**src/rtl/ikbd_pkg.sv**
```systemverilog
// Shared definitions for the Atari ST keyboard matrix: geometry, key code type
// and named matrix positions so the host-side scancode translator agrees with us.
package ikbd_pkg;

   localparam int NUM_COLS = 15;
   localparam int NUM_ROWS = 8;
   localparam int NUM_KEYS = NUM_COLS * NUM_ROWS;

   // Key position: col = code[6:3], row = code[2:0]
   typedef logic [6:0] key_code_t;

   typedef struct packed {
      logic      make;
      key_code_t code;
   } key_event_t;

   localparam key_code_t KEY_ESC    = 7'h01;
   localparam key_code_t KEY_TAB    = 7'h0F;
   localparam key_code_t KEY_CTRL   = 7'h1D;
   localparam key_code_t KEY_LSHIFT = 7'h2A;
   localparam key_code_t KEY_RSHIFT = 7'h36;
   localparam key_code_t KEY_ALT    = 7'h38;
   localparam key_code_t KEY_SPACE  = 7'h39;
   localparam key_code_t KEY_CAPS   = 7'h3A;

   function automatic logic code_valid(input key_code_t code);
      return code < 7'(NUM_KEYS);
   endfunction

endpackage

```
**src/rtl/ikbd_evt_fifo.sv**
```systemverilog
// Small first-word-fall-through event FIFO between the host event port and the
// key-array apply stage; flush drops every queued entry on the next edge.
module ikbd_evt_fifo #(
   parameter int DEPTH = 4,
   parameter int WIDTH = 8
) (
   input  logic             clk,
   input  logic             res_n,
   input  logic             flush,
   input  logic             push,
   input  logic [WIDTH-1:0] din,
   input  logic             pop,
   output logic [WIDTH-1:0] dout,
   output logic             empty,
   output logic             full
);

   localparam int AW = (DEPTH > 1) ? $clog2(DEPTH) : 1;

   logic [WIDTH-1:0] mem_q [DEPTH];
   logic [AW:0]      wr_ptr_q, wr_ptr_d;
   logic [AW:0]      rd_ptr_q, rd_ptr_d;
   logic             do_push, do_pop;

   // Pointers carry one extra wrap bit so full and empty are distinguishable
   assign empty   = (wr_ptr_q == rd_ptr_q);
   assign full    = (wr_ptr_q[AW] != rd_ptr_q[AW]) &&
                    (wr_ptr_q[AW-1:0] == rd_ptr_q[AW-1:0]);
   assign do_push = push && !full && !flush;
   assign do_pop  = pop && !empty && !flush;
   assign dout    = mem_q[rd_ptr_q[AW-1:0]];

   always_comb begin
      wr_ptr_d = wr_ptr_q + {{AW{1'b0}}, do_push};
      rd_ptr_d = rd_ptr_q + {{AW{1'b0}}, do_pop};
      if (flush) begin
         wr_ptr_d = '0;
         rd_ptr_d = '0;
      end
   end

   always_ff @(posedge clk or negedge res_n) begin
      if (!res_n) begin
         wr_ptr_q <= '0;
         rd_ptr_q <= '0;
      end else begin
         wr_ptr_q <= wr_ptr_d;
         rd_ptr_q <= rd_ptr_d;
      end
   end

   always_ff @(posedge clk) begin
      if (do_push) begin
         mem_q[wr_ptr_q[AW-1:0]] <= din;
      end
   end

endmodule

```
**src/rtl/ikbd_keymatrix.sv**
```systemverilog
// Atari ST keyboard switch matrix emulation: queued make/break events update a
// 120-key array that answers the 6301 column scan with active-low row senses.
module ikbd_keymatrix
   import ikbd_pkg::*;
#(
   parameter int FIFO_DEPTH = 4,
   parameter int MIN_HOLD   = 20000
) (
   input  logic                clk,
   input  logic                res_n,
   input  logic                ev_valid,
   output logic                ev_ready,
   input  key_code_t           ev_code,
   input  logic                ev_make,
   input  logic                all_up,
   input  logic [NUM_COLS-1:0] matrix_out,
   output logic [NUM_ROWS-1:0] matrix_in,
   output logic                busy
);

   localparam int            TW        = (MIN_HOLD > 1) ? $clog2(MIN_HOLD) : 1;
   localparam logic [TW-1:0] HOLD_LOAD = TW'(MIN_HOLD - 1);

   logic [NUM_KEYS-1:0] key_q, key_d;
   logic [TW-1:0]       hold_timer_q, hold_timer_d;
   key_code_t           hold_code_q, hold_code_d;
   logic [NUM_ROWS-1:0] matrix_in_q, matrix_in_d;

   logic                fifo_empty, fifo_full, push, pop, stall;
   logic [7:0]          head_bits;
   key_event_t          head;
   logic [NUM_ROWS-1:0] row_hit;

   assign ev_ready = res_n && !fifo_full && !all_up;
   assign push     = ev_valid && ev_ready;

   ikbd_evt_fifo #(
      .DEPTH (FIFO_DEPTH),
      .WIDTH (8)
   ) u_fifo (
      .clk   (clk),
      .res_n (res_n),
      .flush (all_up),
      .push  (push),
      .din   ({ev_make, ev_code}),
      .pop   (pop),
      .dout  (head_bits),
      .empty (fifo_empty),
      .full  (fifo_full)
   );

   assign head = key_event_t'(head_bits);

   // A break for the most recently made key waits until its hold time expires
   assign stall = !fifo_empty && !head.make && (head.code == hold_code_q) &&
                  (hold_timer_q != '0);
   assign pop   = !fifo_empty && !stall && !all_up;
   assign busy  = !fifo_empty || stall;

   always_comb begin
      key_d        = key_q;
      hold_code_d  = hold_code_q;
      hold_timer_d = (hold_timer_q != '0) ? hold_timer_q - 1'b1 : '0;
      if (all_up) begin
         key_d        = '0;
         hold_timer_d = '0;
      end else if (pop && code_valid(head.code)) begin
         if (head.make) begin
            key_d[head.code] = 1'b1;
            hold_timer_d     = HOLD_LOAD;
            hold_code_d      = head.code;
         end else begin
            key_d[head.code] = 1'b0;
         end
      end
   end

   // Selected columns OR together onto the shared row lines
   for (genvar gi = 0; gi < NUM_ROWS; gi++) begin : g_row
      logic [NUM_COLS-1:0] col_hit;
      for (genvar gc = 0; gc < NUM_COLS; gc++) begin : g_col
         assign col_hit[gc] = !matrix_out[gc] && key_q[gc*NUM_ROWS + gi];
      end
      assign row_hit[gi] = |col_hit;
   end

   assign matrix_in_d = ~row_hit;
   assign matrix_in   = matrix_in_q;

   always_ff @(posedge clk or negedge res_n) begin
      if (!res_n) begin
         key_q        <= '0;
         hold_timer_q <= '0;
         hold_code_q  <= '0;
         matrix_in_q  <= '1;
      end else begin
         key_q        <= key_d;
         hold_timer_q <= hold_timer_d;
         hold_code_q  <= hold_code_d;
         matrix_in_q  <= matrix_in_d;
      end
   end

endmodule

```
**config.mk**
```make
export PLATFORM = sky130hd
export DESIGN_NAME = ikbd_keymatrix
export DESIGN_NICKNAME = d
export VERILOG_FILES = /design/src/rtl/ikbd_pkg.sv /design/src/rtl/ikbd_evt_fifo.sv /design/src/rtl/ikbd_keymatrix.sv
export SDC_FILE = /design/constraint.sdc
export NUM_CORES = 1
export LEC_CHECK = 0
export CAP_MARGIN = 20
export CORE_ASPECT_RATIO = 2
export CORE_MARGIN = 5
export CORE_UTILIZATION = 41
export CTS_CLUSTER_DIAMETER = 150
export DETAILED_ROUTE_END_ITERATION = 16
export SYNTH_ARGS = -nofsm -noshare
export SYNTH_HDL_FRONTEND = slang
export SYNTH_SLANG_ARGS = --single-unit
```
**constraint.sdc**
```tcl
create_clock -name clk -period 2.87 [get_ports clk]
set_clock_uncertainty 0.1 [all_clocks]
set_input_delay 0.861 -clock clk [delete_from_list [all_inputs] [get_ports clk]]
set_output_delay 0.861 -clock clk [all_outputs]
set_load 0.02 [all_outputs]
```
Yosys cells after proc, flatten, opt, wreduce, memory -nomap -nowiden
Memories as Yosys holds them, arrays and structs flattened.
Cells that the tools add are included.
{"block": "totals", "input_bits": 27, "ram_bits": 32, "register_bits": 156, "word_cells": 202, "n_memories": 1}
{"memory": "u_fifo.mem_q", "words": 4, "word_bits": 8, "read_ports": 1, "rd_ports_with_merged_regs": 0, "wr": 1, "line_no": "ikbd_evt_fifo.sv:20", "text": "logic [WIDTH-1:0] mem_q [DEPTH];"}
{"block": "op_classes", "bitwise": 5, "eq_ne": 4, "mux": 13, "magnitude_cmp": 3, "n_reduce_logical": 167, "add_sub_neg": 3}
{"op": "$mux W120", "count": 3}
{"op": "$logic_and A1 B1 Y1", "count": 135}
{"op": "$and A120 B120 Y120", "count": 1}
{"op": "$not A120 Y120", "count": 1}
{"op": "$or A120 B120 Y120", "count": 1}
{"op": "$reduce_or A15 Y1", "count": 8}
{"op": "$mux W15", "count": 4}
{"op": "$logic_not A1 Y1", "count": 20}
{"op": "$reduce_bool A15 Y1", "count": 1}
{"op": "$sub A15 B1 Y15 const B", "count": 1}
{"op": "$lt A7 B8 Y1 const B", "count": 1}
{"op": "$not A8 Y8", "count": 1}
{"op": "$demux W1 S7", "count": 1}
{"op": "$eq A7 B7 Y1", "count": 1}
{"op": "$ge A7 B1 Y1 const B", "count": 1}
{"op": "$lt A7 B7 Y1 const B", "count": 1}
{"op": "$add A3 B1 Y3", "count": 2}
{"op": "$mux W3", "count": 2}
{"op": "$eq A3 B3 Y1", "count": 1}
{"op": "$mux W1", "count": 3}
{"op": "$reduce_and A3 Y1", "count": 1}
{"op": "$eq A2 B2 Y1", "count": 1}
{"op": "$reduce_bool A2 Y1", "count": 1}
{"op": "$logic_or A1 B1 Y1", "count": 1}
{"op": "other kinds (2)", "count": 2}

Longest topological paths before layout
{"block": "logic_depth", "word_depth": 12, "ltp_mapped": 12, "ltp_nobuf": 11}

By module
Synthesis repeated with hierarchy kept, for this count alone.
{"block": "hier_totals", "hier_cells": 989, "area_unflattened_um2": 9635.5}
{"module": "ikbd_keymatrix", "instances": 1, "seq_area_each_um2": 3763.6, "cells_each": 915, "area_each_um2": 8045.2}
{"module": "ikbd_evt_fifo", "instances": 1, "seq_area_each_um2": 1111.1, "cells_each": 74, "area_each_um2": 1590.3}

Least setup slack after synthesis
OpenSTA, ideal clock, no wires.
{"block": "synth_path", "path_type": "input-to-reg", "startpoint": "input port all_up", "endpoint": "memory u_fifo.mem_q[2][0] (enable)", "required_ns": 2.385, "path_buffers": 1, "arrival_time_ns": 2.474, "setup_time_ns": 0.385, "cell_stages": 6, "path_slack_ns": -0.090, "path_cell_list": "clkbuf_1 inv_1 nand2_1 a21oi_1 nand2_1 nor3b_1"}
{"block": "synth_via", "elab_chain_cells": 7}
{"item": "start: declaration", "line_no": "ikbd_keymatrix.sv:15", "text": "input logic all_up,"}
{"item": "$logic_not A1 Y1", "line_no": "ikbd_keymatrix.sv:34", "text": "assign ev_ready = res_n && !fifo_full && !all_up;"}
{"item": "$logic_and A1 B1 Y1", "line_no": "ikbd_keymatrix.sv:34"}
{"item": "net ev_ready", "line_no": "ikbd_keymatrix.sv:12", "text": "output logic ev_ready,"}
{"item": "$logic_and A1 B1 Y1", "line_no": "ikbd_keymatrix.sv:35", "text": "assign push = ev_valid && ev_ready;"}
{"item": "$logic_and A1 B1 Y1 (2 in series)", "line_no": "ikbd_evt_fifo.sv:29", "text": "assign do_push = push && !full && !flush;"}
{"item": "$mux W1", "line_no": "ikbd_evt_fifo.sv:53", "text": "if (do_push) begin"}
{"item": "$mux W1 (not written as such)", "line_no": "ikbd_evt_fifo.sv:54", "text": "mem_q[wr_ptr_q[AW-1:0]] <= din;"}
{"item": "end: declaration", "line_no": "ikbd_evt_fifo.sv:20"}
The timed path passes the listed nets, and every way through them passes these cells.

Worst setup path after layout
{"block": "layout_path", "startpoint": "register u_fifo.rd_ptr_q[1]", "endpoint": "output port ev_ready"}
{"block": "layout_via", "elab_chain_cells": 5}
{"item": "start: declaration", "line_no": "ikbd_evt_fifo.sv:22", "text": "logic [AW:0] rd_ptr_q, rd_ptr_d;"}
{"item": "start signal: assignment", "line_no": "ikbd_evt_fifo.sv:48", "text": "rd_ptr_q <= rd_ptr_d;"}
{"item": "$eq A2 B2 Y1", "line_no": "ikbd_evt_fifo.sv:28", "text": "(wr_ptr_q[AW-1:0] == rd_ptr_q[AW-1:0]);"}
{"item": "$logic_and A1 B1 Y1", "line_no": "ikbd_evt_fifo.sv:27", "text": "assign full = (wr_ptr_q[AW] != rd_ptr_q[AW]) &&"}
{"item": "$logic_not A1 Y1", "line_no": "ikbd_keymatrix.sv:34"}
{"item": "$logic_and A1 B1 Y1 (2 in series)", "line_no": "ikbd_keymatrix.sv:34"}
{"item": "end: declaration", "line_no": "ikbd_keymatrix.sv:12"}
No other way between the ends.

==> run metrics <==
worst-case clock buffer depth=2; Hold EP=hold_timer_q[0]; Hold Crit Depth=1; Tmin final=2760 ps; power per cell area=635 nW/um2; CP max stage delay=400 ps; final slew viol count=0; placer congestion estimate=0.874; worst vdd ir=0.392 mV; die height=219 um; Syn Area/Cell=10.8 um2; DRC Markers=0; Starting DRT DRC Count=593; initial antenna violation count=0; via density per instance=6.14; core area=21500 um2; H-tree depth=4; EDFF count, synth=32; Synth-to-Final Area Change=16.5%; metal2 WL=14900 um; wire length per cell=23.3 um; vias in the first global route=7073; drt pass-1 iters=5; Most used DFF post-synth=dfrtp_1; crit share post-route=96.2%; maximum clock rate=0.362 GHz; post-DP HPWL=18600 um; CP cell instances=buf_12, xor2_1, nor2_1, a21oi_1, dlygate4sd2_1; die width=114 um; hold path start=hold_timer_q[0]; CP Capture Type=output port; Metal-1 WL=9530 um; post-synthesis sequential area ratio=54.5%; die area=25100 um2; max cap viols=0; Post-synth ARST share=83.0%; synthesized cell area=8950 um2; Worst-Skew Late Latency=450 ps; Mapped Nets=863; Reg2Reg Setup Slack=130 ps; setup total negative slack=0 ps; Critical Setup Path Class=flop to output port; FF-to-FF End=u_fifo.rd_ptr_q[1]; Clock Pin Slew Worst Setup and Hold Paths=60 ps; CTS Sinks=188; arrival time of the worst setup path=1800 ps; final hold vios=0; slew at the pin closest to its max-slew limit=924 ps; detailed-route via count=7129; # diodes=0; Min-Delay Path Class=flop to flop; Worst R2R Start=u_fifo.rd_ptr_q[0]; CTS tree=yes; DRT Wirelength=27100 um; maximum fanout along the worst path=14; Setup violations, final=0; Buf/Inv on CP=2; row count=76; CTS Buf Count=17; Worst EP required=1910 ps; met3 routed WL=1310 um; global-route wire length before repair=41700 um; I/O pin count=37; largest net degree at the start of global routing=157; Slowest-stage cell, CP=dfrtp_1; leakage power=3.98 nW; Synth Instances=831; gr usage total=22.2%; CP Launch Type=flop; grt ovf=0; Netlist cell types=55; outcome=finished clean; R2R depth=10; synth warn=0; relative slew slack=38.4%; NumNets Final=908; Antenna Violating Nets Remaining=0; CTS Root Cell=clkbuf_16; Yosys reg bits=188; Layout Cells excl Fill=1162; number of port buffers=36; DR top layer=met4; Inst Count DP=1128; CP top delay family=buffers and inverters; fraction of layout cells with a size suffix above 1=13.7%; RSZ-0062 raised after global routing=no; Initial Util=41.6%
-- layout by cell type (no fill, tap or decap), types with 9 or more instances in the layout --
cell type / netlist / final
buf_4: 2 / 45
edfxtp_1: 32 / 32
nor2b_1: 12 / 12
nor2_1: 48 / 48
dfrtp_1: 148 / 148
o32ai_1: 35 / 35
clkbuf_16: 0 / 17
nor4_1: 10 / 10
a22o_1: 9 / 9
and3_1: 9 / 9
nand2_1: 46 / 46
o21ai_0: 62 / 62
clkdlybuf4s50_1: 0 / 32
o311ai_0: 66 / 65
a221oi_1: 12 / 12
o21ai_1: 28 / 28
nand4_1: 13 / 13
inv_1: 70 / 69
xnor2_1: 18 / 18
nor3_1: 13 / 12
o311ai_1: 14 / 15
o22ai_1: 20 / 20
nand3_1: 10 / 10
-- per-layer routing --
layer  GRT usage [%]  vias to the layer above
li1                -                     3253
met5               0                        -
met1            24.4                     3550
met3            3.70                       68
met2            40.0                      258
met4            11.6                        0
-- synth_stat cells, types with 6 or more instances --
cell / number / share of area [%]
a221oi_1: 12 / 1.2
a222oi_1: 6 / 0.67
a22o_1: 9 / 0.88
and3_1: 9 / 0.63
buf_1: 9 / 0.38
buf_2: 15 / 0.84
clkbuf_1: 30 / 1.3
dfrtp_1: 148 / 41
dfstp_2: 8 / 2.3
edfxtp_1: 32 / 11
inv_1: 70 / 2.9
mux2_2: 7 / 0.88
mux2i_1: 6 / 0.67
mux4_2: 8 / 2.0
nand2_1: 46 / 1.9
nand3_1: 10 / 0.56
nand4_1: 13 / 0.91
nor2_1: 48 / 2.0
nor2b_1: 12 / 0.84
nor3_1: 13 / 0.73
nor4_1: 10 / 0.70
o21ai_0: 62 / 3.5
o21ai_1: 28 / 1.6
o22ai_1: 20 / 1.4
o311ai_0: 66 / 6.5
o311ai_1: 14 / 1.4
o32ai_1: 35 / 3.4
xnor2_1: 18 / 1.8
xor2_1: 6 / 0.59
-- cells by family (layout without fill, tap and decap cells) --
family,after synthesis,count (layout),synth area share [%]
fa+ha+maj,5,5,0.699
mux,21,21,3.57
simple gates,191,191,10.7
compound gates,271,271,22.0
buf+inv,131,189,6.21
flops,188,188,54.5
xor+xnor,24,24,2.35
-- state kept, by name, indices dropped and copies added (netlist names) --
| name | cells |
|---|---|
| key_q | 120 |
| u_fifo.mem_q | 32 |
| hold_timer_q | 15 |
| matrix_in | 8 |
| hold_code_q | 7 |
| u_fifo.rd_ptr_q | 3 |
| u_fifo.wr_ptr_q | 3 |
-- area by class of cell --
class,count,area (um2)
Timing Repair Buffer,87,808
Multi-Input combinational cell,512,3550
Inverter,70,263
Fill cell,2027,11100
Clock buffer,18,429
Tap cell,273,342
Sequential cell,188,4870
Clock inverter,14,158
-- worst max-delay path by stage --
stage / cells past startpoint / startpoint / slack (ps) / endpoint
3_5_place_dp: 5 / all_up / -100 / ev_ready
2_1_floorplan: 6 / all_up / -20 / u_fifo.mem_q[0][0]
5_1_grt: 5 / u_fifo.rd_ptr_q[1] / 5 / ev_ready
6_report: 5 / u_fifo.rd_ptr_q[1] / 110 / ev_ready
3_3_place_gp: 5 / all_up / -80 / ev_ready
4_1_cts: 4 / u_fifo.rd_ptr_q[1] / 20 / busy
-- metrics by stage --
stage / worst slack, ps / hold WS (ps) / total power, mW / instance area, um2 / utilization (%)
after floorplan: -16.2 / 363 / 3.74 / 8950 / -
after global placement: -78.1 / 386 / 4.25 / 9820 / 45.7
after detailed placement: -102 / 395 / 4.26 / 9820 / 45.7
after CTS: 17.8 / 412 / 6.66 / 10400 / 48.4
after global routing: 5.26 / 444 / 6.91 / 10400 / 48.5
final: 110 / 409 / 6.62 / 10400 / 48.5
-- power breakdown --
| part | leakage (nW) | internal, mW | switching (mW) |
|---|---|---|---|
| Sequential | 2.42 | 2.85 | 0.115 |
| Combinational | 1.28 | 0.493 | 0.764 |
| Clock | 0.280 | 1.30 | 1.10 |
| Total | 3.98 | 4.64 | 1.98 |
-- timing repair --
action / 4_1_cts / 5_1_grt
pin swaps: 1 / 2
setup buffers: 0 / 2
hold endpoints to repair: 0 / 0
endpoints found under the setup margin: 4 / 19
resized for setup: 5 / 3
hold buffers: 0 / 0
No activity file was read; power rests on OpenSTA's default activity.
